**src/rtl/preif_pc_gen.sv**
```systemverilog
// preif_pc_gen: pre-IF program-counter generator.
//   Holds the architectural fetch PC and selects the next PC.
//   Priority: exception/ERET redirect, EXE branch redirect, replay of a
//   branch captured during a stall, then sequential +4.
// Ports:
//   clk, rst            clock, synchronous active-high reset
//   PREIF_Wr            advance enable (same enable as the IF-register write)
//   EXE_BranchTaken     branch/jump resolved taken; target on EXE_BranchTarget
//   MEM_ExcRedirect     exception entry / ERET; target on MEM_ExcTarget
//   PREIF_PC            registered fetch PC
//   PREIF_AdEL          fetch address error (PC[1:0] != 0)
//   PREIF_RedirPending  a stalled branch redirect is waiting to be applied
module preif_pc_gen #(
  parameter logic [31:0] RESET_PC = 32'hBFC0_0000
) (
  input  logic        clk,
  input  logic        rst,
  input  logic        PREIF_Wr,
  input  logic        EXE_BranchTaken,
  input  logic [31:0] EXE_BranchTarget,
  input  logic        MEM_ExcRedirect,
  input  logic [31:0] MEM_ExcTarget,
  output logic [31:0] PREIF_PC,
  output logic        PREIF_AdEL,
  output logic        PREIF_RedirPending
);

  typedef enum logic {
    IDLE,
    PEND_BR
  } state_t;

  state_t      state_q, state_d;
  logic [31:0] pc_q, pc_d;
  logic [31:0] pend_target_q, pend_target_d;

  always_comb begin
    state_d       = state_q;
    pc_d          = pc_q;
    pend_target_d = pend_target_q;

    if (MEM_ExcRedirect) begin
      // Exception wins over everything, even while stalled; a pending
      // branch is dropped by returning to IDLE.
      pc_d    = MEM_ExcTarget;
      state_d = IDLE;
    end else if (EXE_BranchTaken && PREIF_Wr) begin
      pc_d    = EXE_BranchTarget;
      state_d = IDLE;
    end else if (EXE_BranchTaken) begin
      // Front end stalled: capture the target and replay it on the next advance.
      pend_target_d = EXE_BranchTarget;
      state_d       = PEND_BR;
    end else if ((state_q == PEND_BR) && PREIF_Wr) begin
      pc_d    = pend_target_q;
      state_d = IDLE;
    end else if (PREIF_Wr) begin
      pc_d = pc_q + 32'd4;
    end
  end

  always_ff @(posedge clk) begin
    if (rst) begin
      state_q       <= IDLE;
      pc_q          <= RESET_PC;
      pend_target_q <= '0;
    end else begin
      state_q       <= state_d;
      pc_q          <= pc_d;
      pend_target_q <= pend_target_d;
    end
  end

  assign PREIF_PC           = pc_q;
  assign PREIF_AdEL         = pc_q[1] | pc_q[0];
  assign PREIF_RedirPending = (state_q == PEND_BR);

endmodule

```
**config.mk**
```make
export PLATFORM = sky130hd
export DESIGN_NAME = preif_pc_gen
export DESIGN_NICKNAME = d
export VERILOG_FILES = /design/src/rtl/preif_pc_gen.sv
export SDC_FILE = /design/constraint.sdc
export NUM_CORES = 1
export LEC_CHECK = 0
export BUFFER_PORTS_ARGS = -buffer_cell sky130_fd_sc_hd__buf_2
export CORE_AREA = 2 2 97 99
export CTS_CLUSTER_DIAMETER = 120
export DETAILED_ROUTE_END_ITERATION = 6
export DIE_AREA = 0 0 99 101
export GPL_TIMING_DRIVEN = 1
export PLACE_DENSITY = 0.72
export SLEW_MARGIN = 20
export SYNTH_ARGS = -nofsm -noshare
export SYNTH_HDL_FRONTEND = slang
export SYNTH_SLANG_ARGS = --single-unit
```
**constraint.sdc**
```tcl
create_clock -name clk -period 3.7 [get_ports clk]
set_clock_uncertainty 0.15 [all_clocks]
set_input_delay 0.37 -clock clk [delete_from_list [all_inputs] [get_ports clk]]
set_output_delay 0.37 -clock clk [all_outputs]
set_load 0.005 [all_outputs]
```
### Word level (Yosys, flattened, before mapping)

Index checks and enable logic that the tools add are counted.

* bits in registers: 65
* bits of input ports: 69
* output and inout port bits: 34
* logic and storage cells: 22

* $add $sub $neg: 1
* eq/ne operators: 1
* multiplexer cells: 7
* bitwise gates (word level): 3
* reduce and logical (&&, ||, !) cells: 7

Operators with widths (number)
* 2-to-1 mux 32 bit: 5
* adder 32 x 3 -> 32 bit (second input constant): 1
* nonzero test 4 bit: 1
* != test 3 x 1 -> 1 bit (second input constant): 1
* AND reduction 3 bit: 1
* OR reduction 3 bit: 1
* logical AND 1 bit: 2
* 2-to-1 mux 1 bit: 2
* inverter 1 bit: 2
* AND reduction 2 bit: 1
* nonzero test 2 bit: 1
* bitwise OR 1 bit: 1

### Longest topological paths before layout

Gate-level depths: netlist (run 1).

* depth in word-level cells: 6
* depth in mapped cells: 7
* gate-level depth less buffers: 6

### Least setup slack after synthesis (run 1)

No wires, ideal clock.

* kind: register to register
* from: register pc_q[2] (netlist: PREIF_PC[2])
* to: register pc_q[26] (netlist: PREIF_PC[26])
* library setup time: 0.122 ns
* arrival time: 1.707 ns
* data required time: 3.428 ns
* slack: 1.720 ns
* cell stages (with the launch flop): 7
* buffers on the path: 0
* clock period less this slack: 1.980 ns
* cells stage by stage: dfxtp_1 ha_1 and4_2 nand3_4 or4_1 a21oi_1 o31ai_1

* cells in the longest elaborated chain, start to end: 6

Ends and longest elaborated chain
* start, declared: line 34 `logic [31:0] pc_q, pc_d;`
* start signal, assigned: line 69 `pc_q <= pc_d;`
* adder 32 x 3 -> 32 bit: line 58 `pc_d = pc_q + 32'd4;`
* 2-to-1 mux 32 bit: line 57 `end else if (PREIF_Wr) begin`
* 2-to-1 mux 32 bit: line 54 `end else if ((state_q == PEND_BR) && PREIF_Wr) begin`
* 2-to-1 mux 32 bit: line 50 `end else if (EXE_BranchTaken) begin`
* 2-to-1 mux 32 bit: line 47 `end else if (EXE_BranchTaken && PREIF_Wr) begin`
* 2-to-1 mux 32 bit: line 42 `if (MEM_ExcRedirect) begin`

Every way passes these cells. The select of a mux whose other input is x is not followed.
A chain may end at the register's enable or synchronous reset.

### Worst setup path after layout (run 1)

Same ends and word-level chain as after synthesis.

==> impl_metrics.toml, run 1 <==
[die]
die_area_sq_um = 10000
die_w_um = 99
core_sq_um = 8980
initial_core_util_pct = 44.1
rows = 35
dieHeight_um = 101
io_pins = 103

[drt]
dr_total_vias = 4492
wl_per_cell_um = 18.7
drcViolationCount = 0
drt_iter0_drc = 383
drtAntennaViolNets = 0
firstDrtPassIters = 6
viasPerCell = 6.11
totalWireLength_um = 13700

[sta]
rsz0062_at_grt = "false"
hold_viol_final = 0
setup_viol = 0
finalCriticalPeriod_ns = 2.28
tightest_slew_ns = 0.777
drv_slew = 0
timing.fmax_mhz = 439
max-slew-margin-rel_pct = 48.2
finalSetupTns_ns = 0
fin_hold_ws_ns = 0.103
min_period_over_period_pct = 61.6

[clocking]
clk_path_buf_depth = 2
post_cts_buffers = 0
holdBufCountCts = 0
cts.sinks = 65
clk_latency_ns = 0.36
cts_tree = "built"
ctsResizeCount = 0
cts-root-buf = "clkbuf_8"
cts.htree.levels = 3
clk_pin_slew_worst_paths_ns = 0.07
numCtsBuffers = 9

[placed_design]
dp.cells = 719
gp_congestion = 0.973
dp_hpwl_um = 9720
io_buffers = 102

[setup_path]
r2r-start = "PREIF_PC[2]"
worstPathArrival_ns = 2.38
critPathMaxStageDelay_ns = 0.52
startpoint = "PREIF_PC[2]"
worst-path-max-fanout = 7
cp_cell_sequence = "ha_1 -> and4_2 -> nand3_4 -> or4_1 -> a21oi_1 -> o31ai_1"
worstSetupEndpointType = "flop"
critPathKind = "flop to flop"
worstSetupStartpointType = "flop"
cp_slowest_cell = "or4_1"
path_buf_inv = 0
crit_family = "simple AND/OR/NAND/NOR gates"
required_ns = 3.80

[synth]
ys_types = 56
syn_area_sq_um = 3960
synth_ff_type = "dfxtp_1"
avgSynthCellArea_sq_um = 7.33
syn_nets = 610
synthArstFlopShare_pct = 0
synthCells = 540
synth-edff-count = 0
yosysSeqAreaShare_pct = 32.9
ys_seq_elements = 65
yosysWarnings = 0

[cells_and_area]
area_growth_pct = 19.2
layout.nets = 689
post-route-util_pct = 52.5
layout-drive-gt1-share_pct = 22.6
num_antenna_cells = 0
fin_cells = 735

[global_route]
grt_max_degree = 41
track_usage_pct = 27.4
grt_pass1_vias = 4129
antenna_found_initial = 0
grt-ovfl-total = 0
grt_pass1_wl_um = 21600

[worst_hold_path]
min_from = "EXE_BranchTarget[21]"
min_path_type = "primary input to flop"

[pwr]
p_sw_share_pct = 29.6
combPwrFrac_pct = 16.5
pwr-share-clk_pct = 39.1
internal-power_mw = 1.26
leakage_nw = 1.87
power_density_nw_per_um2 = 379
ir_worst_vdd_mv = 0.215
seqPwrFrac_pct = 44.4
switchingPower_uw = 529

[run]
drv_cap = 0

[run_status]
status = "finished clean"
-- area by class of cell --
| type | count | area, sq um |
|---|---|---|
| inverters | 15 | 56.3 |
| well taps | 111 | 139 |
| clock buffers | 11 | 141 |
| repair buffers | 109 | 563 |
| fillers | 910 | 4260 |
| multi-input cells | 419 | 2440 |
| flip-flops and latches | 65 | 1300 |
| clock inverters | 5 | 78.8 |
-- metrics by stage --
stage | power (mW) | worst slack, ns | area (sq um)
after floorplan | 0.969 | 1.72 | 3960
after global placement | 1.09 | 1.27 | 4500
after detailed placement | 1.10 | 1.28 | 4500
after CTS | 1.78 | 1.44 | 4720
after global routing | 1.85 | 1.37 | 4720
final | 1.79 | 1.42 | 4720
-- worst min-delay path, stage by stage --
cell and delay [ns]:
buf_2 0.10, nand2_1 0.05, a21oi_1 0.05
-- placed cells by master (no fill, tap or decap), drive strengths merged, types with 5 or more instances in the layout --
master	n
mux2i	7
a221oi	8
a21o	6
a21oi	69
o211ai	8
o31ai	5
nand2	101
nand2b	6
nor3b	6
inv	15
xor2	5
a31oi	6
nand4	12
and4	7
buf	109
xnor2	10
and3	7
o221ai	6
dfxtp	65
nor4	8
nand3	22
a211oi	8
nor2	33
nor3	9
o21ai	27
clkbuf	11
-- path summary, 6_finish.rpt --
check	to	slack, ns	cells past startpoint
worst max register to register	PREIF_PC[26]	1.42	6
worst max-delay path	PREIF_PC[26]	1.42	6
worst min-delay path	pend_target_q[21]	0.10	3
worst min register to register	pend_target_q[1]	0.31	2
-- registers in the layout (all words and copies together), names as in the netlist --
signal / cells
PREIF_RedirPending: 1
pend_target_q: 32
PREIF_PC: 32
-- synthesized netlist by cell type, types with 9 or more instances --
cell      count  area, sq um
clkbuf_1     24         90.1
xnor2_1      10         87.6
o21ai_0      27          135
inv_1        15         56.3
dfxtp_1      65         1300
nor3_1        9         45.0
nand2_1     101          379
nor2_1       33          124
buf_1         9         33.8
nand4_1      11         68.8
nand3_1      20          100
a21oi_1      69          345
-- power by group through the flow --
stage	logic (mW)	registers, mW	clock network (mW)
3_5_place_dp	0.291	0.807	0
3_3_place_gp	0.287	0.806	0
2_1_floorplan	0.180	0.789	0
5_1_grt	0.326	0.798	0.724
4_1_cts	0.292	0.791	0.697
6_report	0.296	0.793	0.699
-- routing by layer --
layer | GRT usage (%) | vias up | share of wire, %
li1 | - | 2128 | -
met1 | 37.1 | 2111 | 43
met2 | 42.7 | 223 | 46
met3 | 4.16 | 30 | 7.9
met4 | 13.5 | 0 | 3.1
met5 | 0 | - | 0
-- cell families (layout without fill, tap and decap cells) --
logic type                 Yosys count  count (layout)  synth area share [%]
DFF                                 65              65                  32.9
AOI/OAI and AO/OA                  173             173                  28.0
buffers and inverters               56             140                  5.57
muxes                                7               7                  1.77
and+or+nand+nor                    223             223                  28.1
adders and majority gates            1               1                 0.316
xor gates and xnor gates            15              15                  3.32
No activity file was read; power rests on OpenSTA's default activity.
==> run 2, diff against run 1 <==
--- a/config.mk
+++ b/config.mk
@@ -5,13 +5,14 @@
 export SDC_FILE = /design/constraint.sdc
 export NUM_CORES = 1
 export LEC_CHECK = 0
+export ABC_AREA = 1
 export BUFFER_PORTS_ARGS = -buffer_cell sky130_fd_sc_hd__buf_2
-export CORE_AREA = 2 2 97 99
+export CORE_AREA = 2 2 99 101
 export CTS_CLUSTER_DIAMETER = 120
 export DETAILED_ROUTE_END_ITERATION = 6
-export DIE_AREA = 0 0 99 101
+export DIE_AREA = 0 0 101 103
 export GPL_TIMING_DRIVEN = 1
-export PLACE_DENSITY = 0.72
+export PLACE_DENSITY = 0.74
 export SLEW_MARGIN = 20
 export SYNTH_ARGS = -nofsm -noshare
 export SYNTH_HDL_FRONTEND = slang
==> constraint.sdc (replaced) <==
create_clock -name clk -period 2.05 [get_ports clk]
set_clock_uncertainty 0.15 [all_clocks]
set_input_delay 0.205 -clock clk [delete_from_list [all_inputs] [get_ports clk]]
set_output_delay 0.205 -clock clk [all_outputs]
set_load 0.005 [all_outputs]
==> run 2 against run 1 <==
  * Combinational power increased by 130%
  * Sequential share of layout area decreased by 2.9 points
  * Global-route usage decreased by 0.12 points
  * Total power increased by 87%
  * Wire length increased by 2.4%
  * Cell count increased by 29%
  * Count of clock-buffer cells in the layout decreased by 1
  * Non-clock buffer count increased by 40
  * Cell area increased by 12%
  * Worst setup slack got worse by 1.2 ns
  * Critical endpoint is now PREIF_PC[27]
  * Highest routed layer unchanged
==> impl_metrics.toml, run 2 <==
[sta]
finalSetupTns_ns = 0
fin_ws_ns = 0.219
max-slew-margin-rel_pct = 65.4
timing.fmax_mhz = 546
setup_viol = 0
drv_slew = 0
rsz0062_at_grt = "false"
min_period_over_period_pct = 89.3
tightest_slew_ns = 0.518
hold_viol_final = 0
finalCriticalPeriod_ns = 1.83

[pwr]
leakage_nw = 2.59
p_sw_share_pct = 30.4
ir_worst_vdd_mv = 0.325
internal-power_mw = 2.33
combPwrFrac_pct = 19.9
seqPwrFrac_pct = 42.7
power_density_nw_per_um2 = 634
switchingPower_mw = 1.02
pwr-share-clk_pct = 37.4

[drt]
drcViolationCount = 0
drt_iter0_drc = 445
totalWireLength_um = 14100
drtAntennaViolNets = 0
viasPerCell = 5.15
wl_per_cell_um = 14.9
firstDrtPassIters = 6
dr_total_vias = 4874

[global_route]
grt_pass1_wl_um = 22100
grt_max_degree = 44
track_usage_pct = 27.3
grt_pass1_vias = 4369
grt-ovfl-total = 0
antenna_found_initial = 0

[die]
dieHeight_um = 103
core_sq_um = 9460
die_area_sq_um = 10400
initial_core_util_pct = 43.2
rows = 36
die_w_um = 101
io_pins = 103

[cells_and_area]
fill_cells = 976
layout-drive-gt1-share_pct = 19.1
layout.nets = 897
layout_commonest_cell = "nand2_1"
area_growth_pct = 29.2
multi_input_area_sq_um = 2410
seq_area_sq_um = 1300
num_antenna_cells = 0
layout_common_cells = "204 x nand2_1, 144 x nor2_1, 102 x buf_2"

[synth]
yosysWarnings = 0
synth_ff_type = "dfxtp_1"
syn_area_sq_um = 4080
ys_types = 31
synth-edff-count = 0
yosysMostFrequentCell = "nand2_1"
yosysSeqAreaShare_pct = 31.9
ys_seq_elements = 65
yosys.area.top_type = "dfxtp_1"
avgSynthCellArea_sq_um = 5.84
yosys-top-cells-area = "dfxtp_1 32%, nand2_1 19%, nor2_1 13%"
ys_top_cells_by_count = "204 x nand2_1, 145 x nor2_1, 65 x dfxtp_1"
synthArstFlopShare_pct = 0
synthCells = 699
syn_nets = 769
post-synth-top-area-fraction_pct = 31.9

[setup_path]
worst-path-max-fanout = 6
critPathCapture = "PREIF_PC[27]"
r2r-start = "PREIF_PC[7]"
critPathKind = "flop to flop"
required_ns = 2.14
rrSetupSlack_ns = 0.22
startpoint = "PREIF_PC[7]"
worstSetupStartpointType = "flop"
r2r_cells = 11
worstSetupEndpointType = "flop"
worstPathArrival_ns = 1.92
reg2reg_to = "PREIF_PC[27]"

[placed_design]
io_buffers = 102
gp_congestion = 0.960
dp_hpwl_um = 10400
dp_slack_ns = 0.120

[run]
drv_cap = 0

[clocking]
clk_path_buf_depth = 2
cts-root-buf = "clkbuf_8"
cts_tree = "built"
cts.htree.levels = 3
cts.sinks = 65
clk_pin_slew_worst_paths_ns = 0.08
numCtsBuffers = 9
post_cts_buffers = 0
clk_latency_ns = 0.35

[worst_hold_path]
min_path_type = "primary input to flop"

[run_status]
status = "finished clean"
==> run 2: through the flow <==
step / util (%) / instances / area [sq um] / total power, mW / hold WS (ns)
5_1_grt: 55.8 / 946 / 5270 / 3.48 / 0.00994
3_3_place_gp: 51.0 / 907 / 4820 / 2.07 / 0.286
3_5_place_dp: 51.0 / 907 / 4820 / 2.08 / 0.290
2_1_floorplan: - / 699 / 4080 / 1.79 / 0.184
6_report: 55.8 / 946 / 5270 / 3.34 / 0.00695
4_1_cts: 55.7 / 946 / 5270 / 3.34 / 0.000589
==> run 2: logic make-up after synthesis <==
kind of cell               count (synthesis)  synth area share, %
and+or+nand+nor                          407                 40.5
AOI/OAI and AO/OA                        124                 16.2
buffers and inverters                     93                 9.16
DFF                                       65                 31.9
xor gates and xnor gates                   9                 1.93
adders and majority gates                  1                0.306
==> run 2: worst min path at each step <==
| stage | start | to | cells after the start |
|---|---|---|---|
| finish | MEM_ExcTarget[4] | PREIF_PC[4] | 3 |
| global placement | pend_target_q[7] | pend_target_q[7] | 2 |
| detailed placement | pend_target_q[19] | pend_target_q[19] | 2 |
| floorplan | EXE_BranchTaken | PREIF_RedirPending | 2 |
| CTS | MEM_ExcTarget[4] | PREIF_PC[4] | 3 |
| global route | MEM_ExcTarget[2] | PREIF_PC[2] | 3 |
==> run 2: power groups by stage <==
stage               registers, mW  logic [mW]  clock network [mW]
floorplan                    1.44       0.343                   0
global placement             1.45       0.621                   0
detailed placement           1.45       0.622                   0
CTS                          1.42       0.658                1.26
global route                 1.44       0.744                1.30
finish                       1.43       0.667                1.25
==> run 2: what timing repair did <==
action | CTS | global route
hold endpoints to repair | 23 | 0
gates resized for setup | 0 | 2
setup endpoints to repair | 0 | 3
hold buffers | 23 | 0
==> run 2: critical path, stage by stage, from the launching register on <==
cell	delay, ns
dfxtp_1	0.44
nand2_1	0.14
nor2_1	0.17
nand2_1	0.13
nor2_2	0.18
nand2_1	0.08
nand2_1	0.05
nand3_1	0.09
nand2_1	0.07
nand3_1	0.10
nand2_1	0.08
nand2_1	0.04
==> run 2: layer usage <==
layer	GRT usage, %	up-vias	part of all wire [%]
met5	0	-	0
met4	7.80	0	1.7
met3	3.86	21	7.5
met2	43.8	236	45
met1	38.4	2143	46
li1	-	2474	-
==> run 2: final cells by class <==
type	instances	area share, %
multi-input combinational	541	45.7
sequential	65	24.7
clock inverter	6	1.73
inverter	61	4.34
timing repair buffer	149	18.4
clock buffer	10	2.42
tap	114	2.70
==> run 3, diff against run 2 <==
--- a/config.mk
+++ b/config.mk
@@ -7,12 +7,12 @@
 export LEC_CHECK = 0
 export ABC_AREA = 1
 export BUFFER_PORTS_ARGS = -buffer_cell sky130_fd_sc_hd__buf_2
-export CORE_AREA = 2 2 99 101
+export CORE_AREA = 2 2 95 97
 export CTS_CLUSTER_DIAMETER = 120
 export DETAILED_ROUTE_END_ITERATION = 6
-export DIE_AREA = 0 0 101 103
+export DIE_AREA = 0 0 97 99
 export GPL_TIMING_DRIVEN = 1
-export PLACE_DENSITY = 0.74
+export PLACE_DENSITY = 0.79
 export SLEW_MARGIN = 20
 export SYNTH_ARGS = -nofsm -noshare
 export SYNTH_HDL_FRONTEND = slang
==> run 3 against run 2 <==
  * Sequential power about the same
  * Count of clock-buffer cells in the layout increased by 1
  * Highest routed layer unchanged
  * Cell count decreased by 1.1%
==> impl_metrics.toml, run 3 (synthesis results as in run 2) <==
[pwr]
leakage_nw = 2.55
internal-power_mw = 2.12
combPwrFrac_pct = 21.4
power_density_nw_per_um2 = 596
p_sw_share_pct = 31.7
switchingPower_uw = 986
pwr-share-clk_pct = 32.2
seqPwrFrac_pct = 46.4
ir_worst_vdd_mv = 0.425

[global_route]
globalRouteMet1Util_pct = 41.5
busiest_layer = "met2"
grt_util_met2_pct = 49.5
grt_max_degree = 40
grt_pass1_wl_um = 23800
grt_pass1_vias = 4864
track_usage_pct = 30.8
grt-ovfl-total = 0
antenna_found_initial = 0
use_met3_pct = 5.39

[setup_path]
startpoint = "PREIF_PC[4]"
required_ns = 2.17
worstPathArrival_ns = 2.04
reg2reg_to = "PREIF_PC[7]"
r2r-start = "PREIF_PC[4]"
worstSetupEndpointType = "flop"
rrSetupSlack_ns = 0.14
critPathKind = "flop to flop"
worst-path-max-fanout = 7
r2r_cells = 8
worstSetupStartpointType = "flop"

[worst_hold_path]
min_path_type = "primary input to flop"
min_from = "MEM_ExcTarget[4]"
hold_end = "PREIF_PC[4]"
holdPathStages = 3

[run_status]
status = "finished clean"

[drt]
totalWireLength_um = 14800
dr_total_vias = 5110
viasPerCell = 5.46
firstDrtPassIters = 5
drtAntennaViolNets = 0
wl_per_cell_um = 15.8
drcViolationCount = 0
drt_iter0_drc = 443

[sta]
tightest_slew_ns = 0.420
hold_viol_final = 0
max-slew-margin-rel_pct = 71.7
setup_viol = 0
finalCriticalPeriod_ns = 1.91
drv_slew = 0
finalSetupTns_ns = 0
min_period_over_period_pct = 93.4
rsz0062_at_grt = "false"
timing.fmax_mhz = 522

[die]
initial_core_util_pct = 47.7
rows = 34
core_sq_um = 8550
die_area_sq_um = 9600
dieHeight_um = 99
die_w_um = 97
io_pins = 103

[clocking]
clk_pin_slew_worst_paths_ns = 0.07
cts.sinks = 65
numCtsBuffers = 9
cts-root-buf = "clkbuf_8"
cts.htree.levels = 3
clk_latency_ns = 0.35
clk_path_buf_depth = 2
cts_tree = "built"

[cells_and_area]
area_growth_pct = 27.6
layout_commonest_cell = "nand2_1"
multi_input_area_sq_um = 2410
layout.nets = 895
layout_common_cells = "204 x nand2_1, 143 x nor2_1, 102 x buf_2"
fill_cells = 858
layout-drive-gt1-share_pct = 19.0
num_antenna_cells = 0
final_cell_area_sq_um = 5210
seq_area_sq_um = 1300

[placed_design]
io_buffers = 102
dp_hpwl_um = 10800
gp_congestion = 0.956
dpl_cell_area_sq_um = 4790

[run]
drv_cap = 0
## run 3: cell types whose count changed in the layout (fill, tap and decap cells not counted), moves of 2 or more
cell / before / now
buf_4: 20 / 17
clkinv_4: 2 / 0
clkbuf_8: 9 / 11
bufinv_16: 2 / 0
## run 3: power by group through the flow
stage | Combinational (mW) | Sequential [mW] | Clock, mW
floorplan | 0.343 | 1.44 | 0
global placement | 0.608 | 1.46 | 0
detailed placement | 0.611 | 1.47 | 0
CTS | 0.650 | 1.44 | 1.00
global route | 0.737 | 1.45 | 1.06
finish | 0.663 | 1.44 | 1.00
## run 3: how the worst max path moves through the flow
stage | to | slack [ns] | depth (start not counted)
floorplan | PREIF_PC[22] | 0.30 | 12
global placement | PREIF_PC[27] | 0.16 | 11
detailed placement | PREIF_PC[27] | 0.13 | 11
CTS | PREIF_PC[27] | 0.11 | 11
global route | PREIF_PC[7] | 0.01 | 8
finish | PREIF_PC[7] | 0.14 | 8
## run 3: what timing repair did
action	CTS	global route
buffers inserted	0	0
resized for setup	0	4
hold endpoints to repair	24	0
setup endpoints to repair	0	4
hold buffers	24	0
## run 3: routing by layer
layer / vias up / share of wire (%)
met5: - / 0
met2: 278 / 44
met4: 0 / 3.2
li1: 2469 / -
met3: 45 / 8.6
met1: 2318 / 44
## run 3: critical path, cell delays in order, from the launching register on
cell and delay (ns):
dfxtp_1 0.49, nand2_1 0.19, nor2_4 0.20, nand2_2 0.09, inv_1 0.09, o21ai_0 0.08
a21oi_1 0.30, o21ai_0 0.12, a21oi_1 0.13
## run 3: through the flow
| step | cells | power (mW) | util, % | hold slack (ns) | setup WS (ns) |
|---|---|---|---|---|---|
| after floorplan | 699 | 1.79 | - | 0.184 | 0.297 |
| after global placement | 898 | 2.07 | 56.0 | 0.287 | 0.162 |
| after detailed placement | 898 | 2.08 | 56.0 | 0.291 | 0.132 |
| after CTS | 936 | 3.09 | 60.8 | 0.00367 | 0.114 |
| after global routing | 936 | 3.24 | 60.9 | 0.0238 | 0.0127 |
| final | 936 | 3.11 | 60.9 | 0.00897 | 0.135 |
## run 3: cell type report
| class | instances | area share [%] |
|---|---|---|
| clock inverter | 3 | 0.336 |
| sequential | 65 | 25.0 |
| multi-input combinational | 541 | 46.3 |
| clock buffer | 11 | 2.91 |
| tap | 108 | 2.59 |
| timing repair buffer | 147 | 18.4 |
| inverter | 61 | 4.40 |
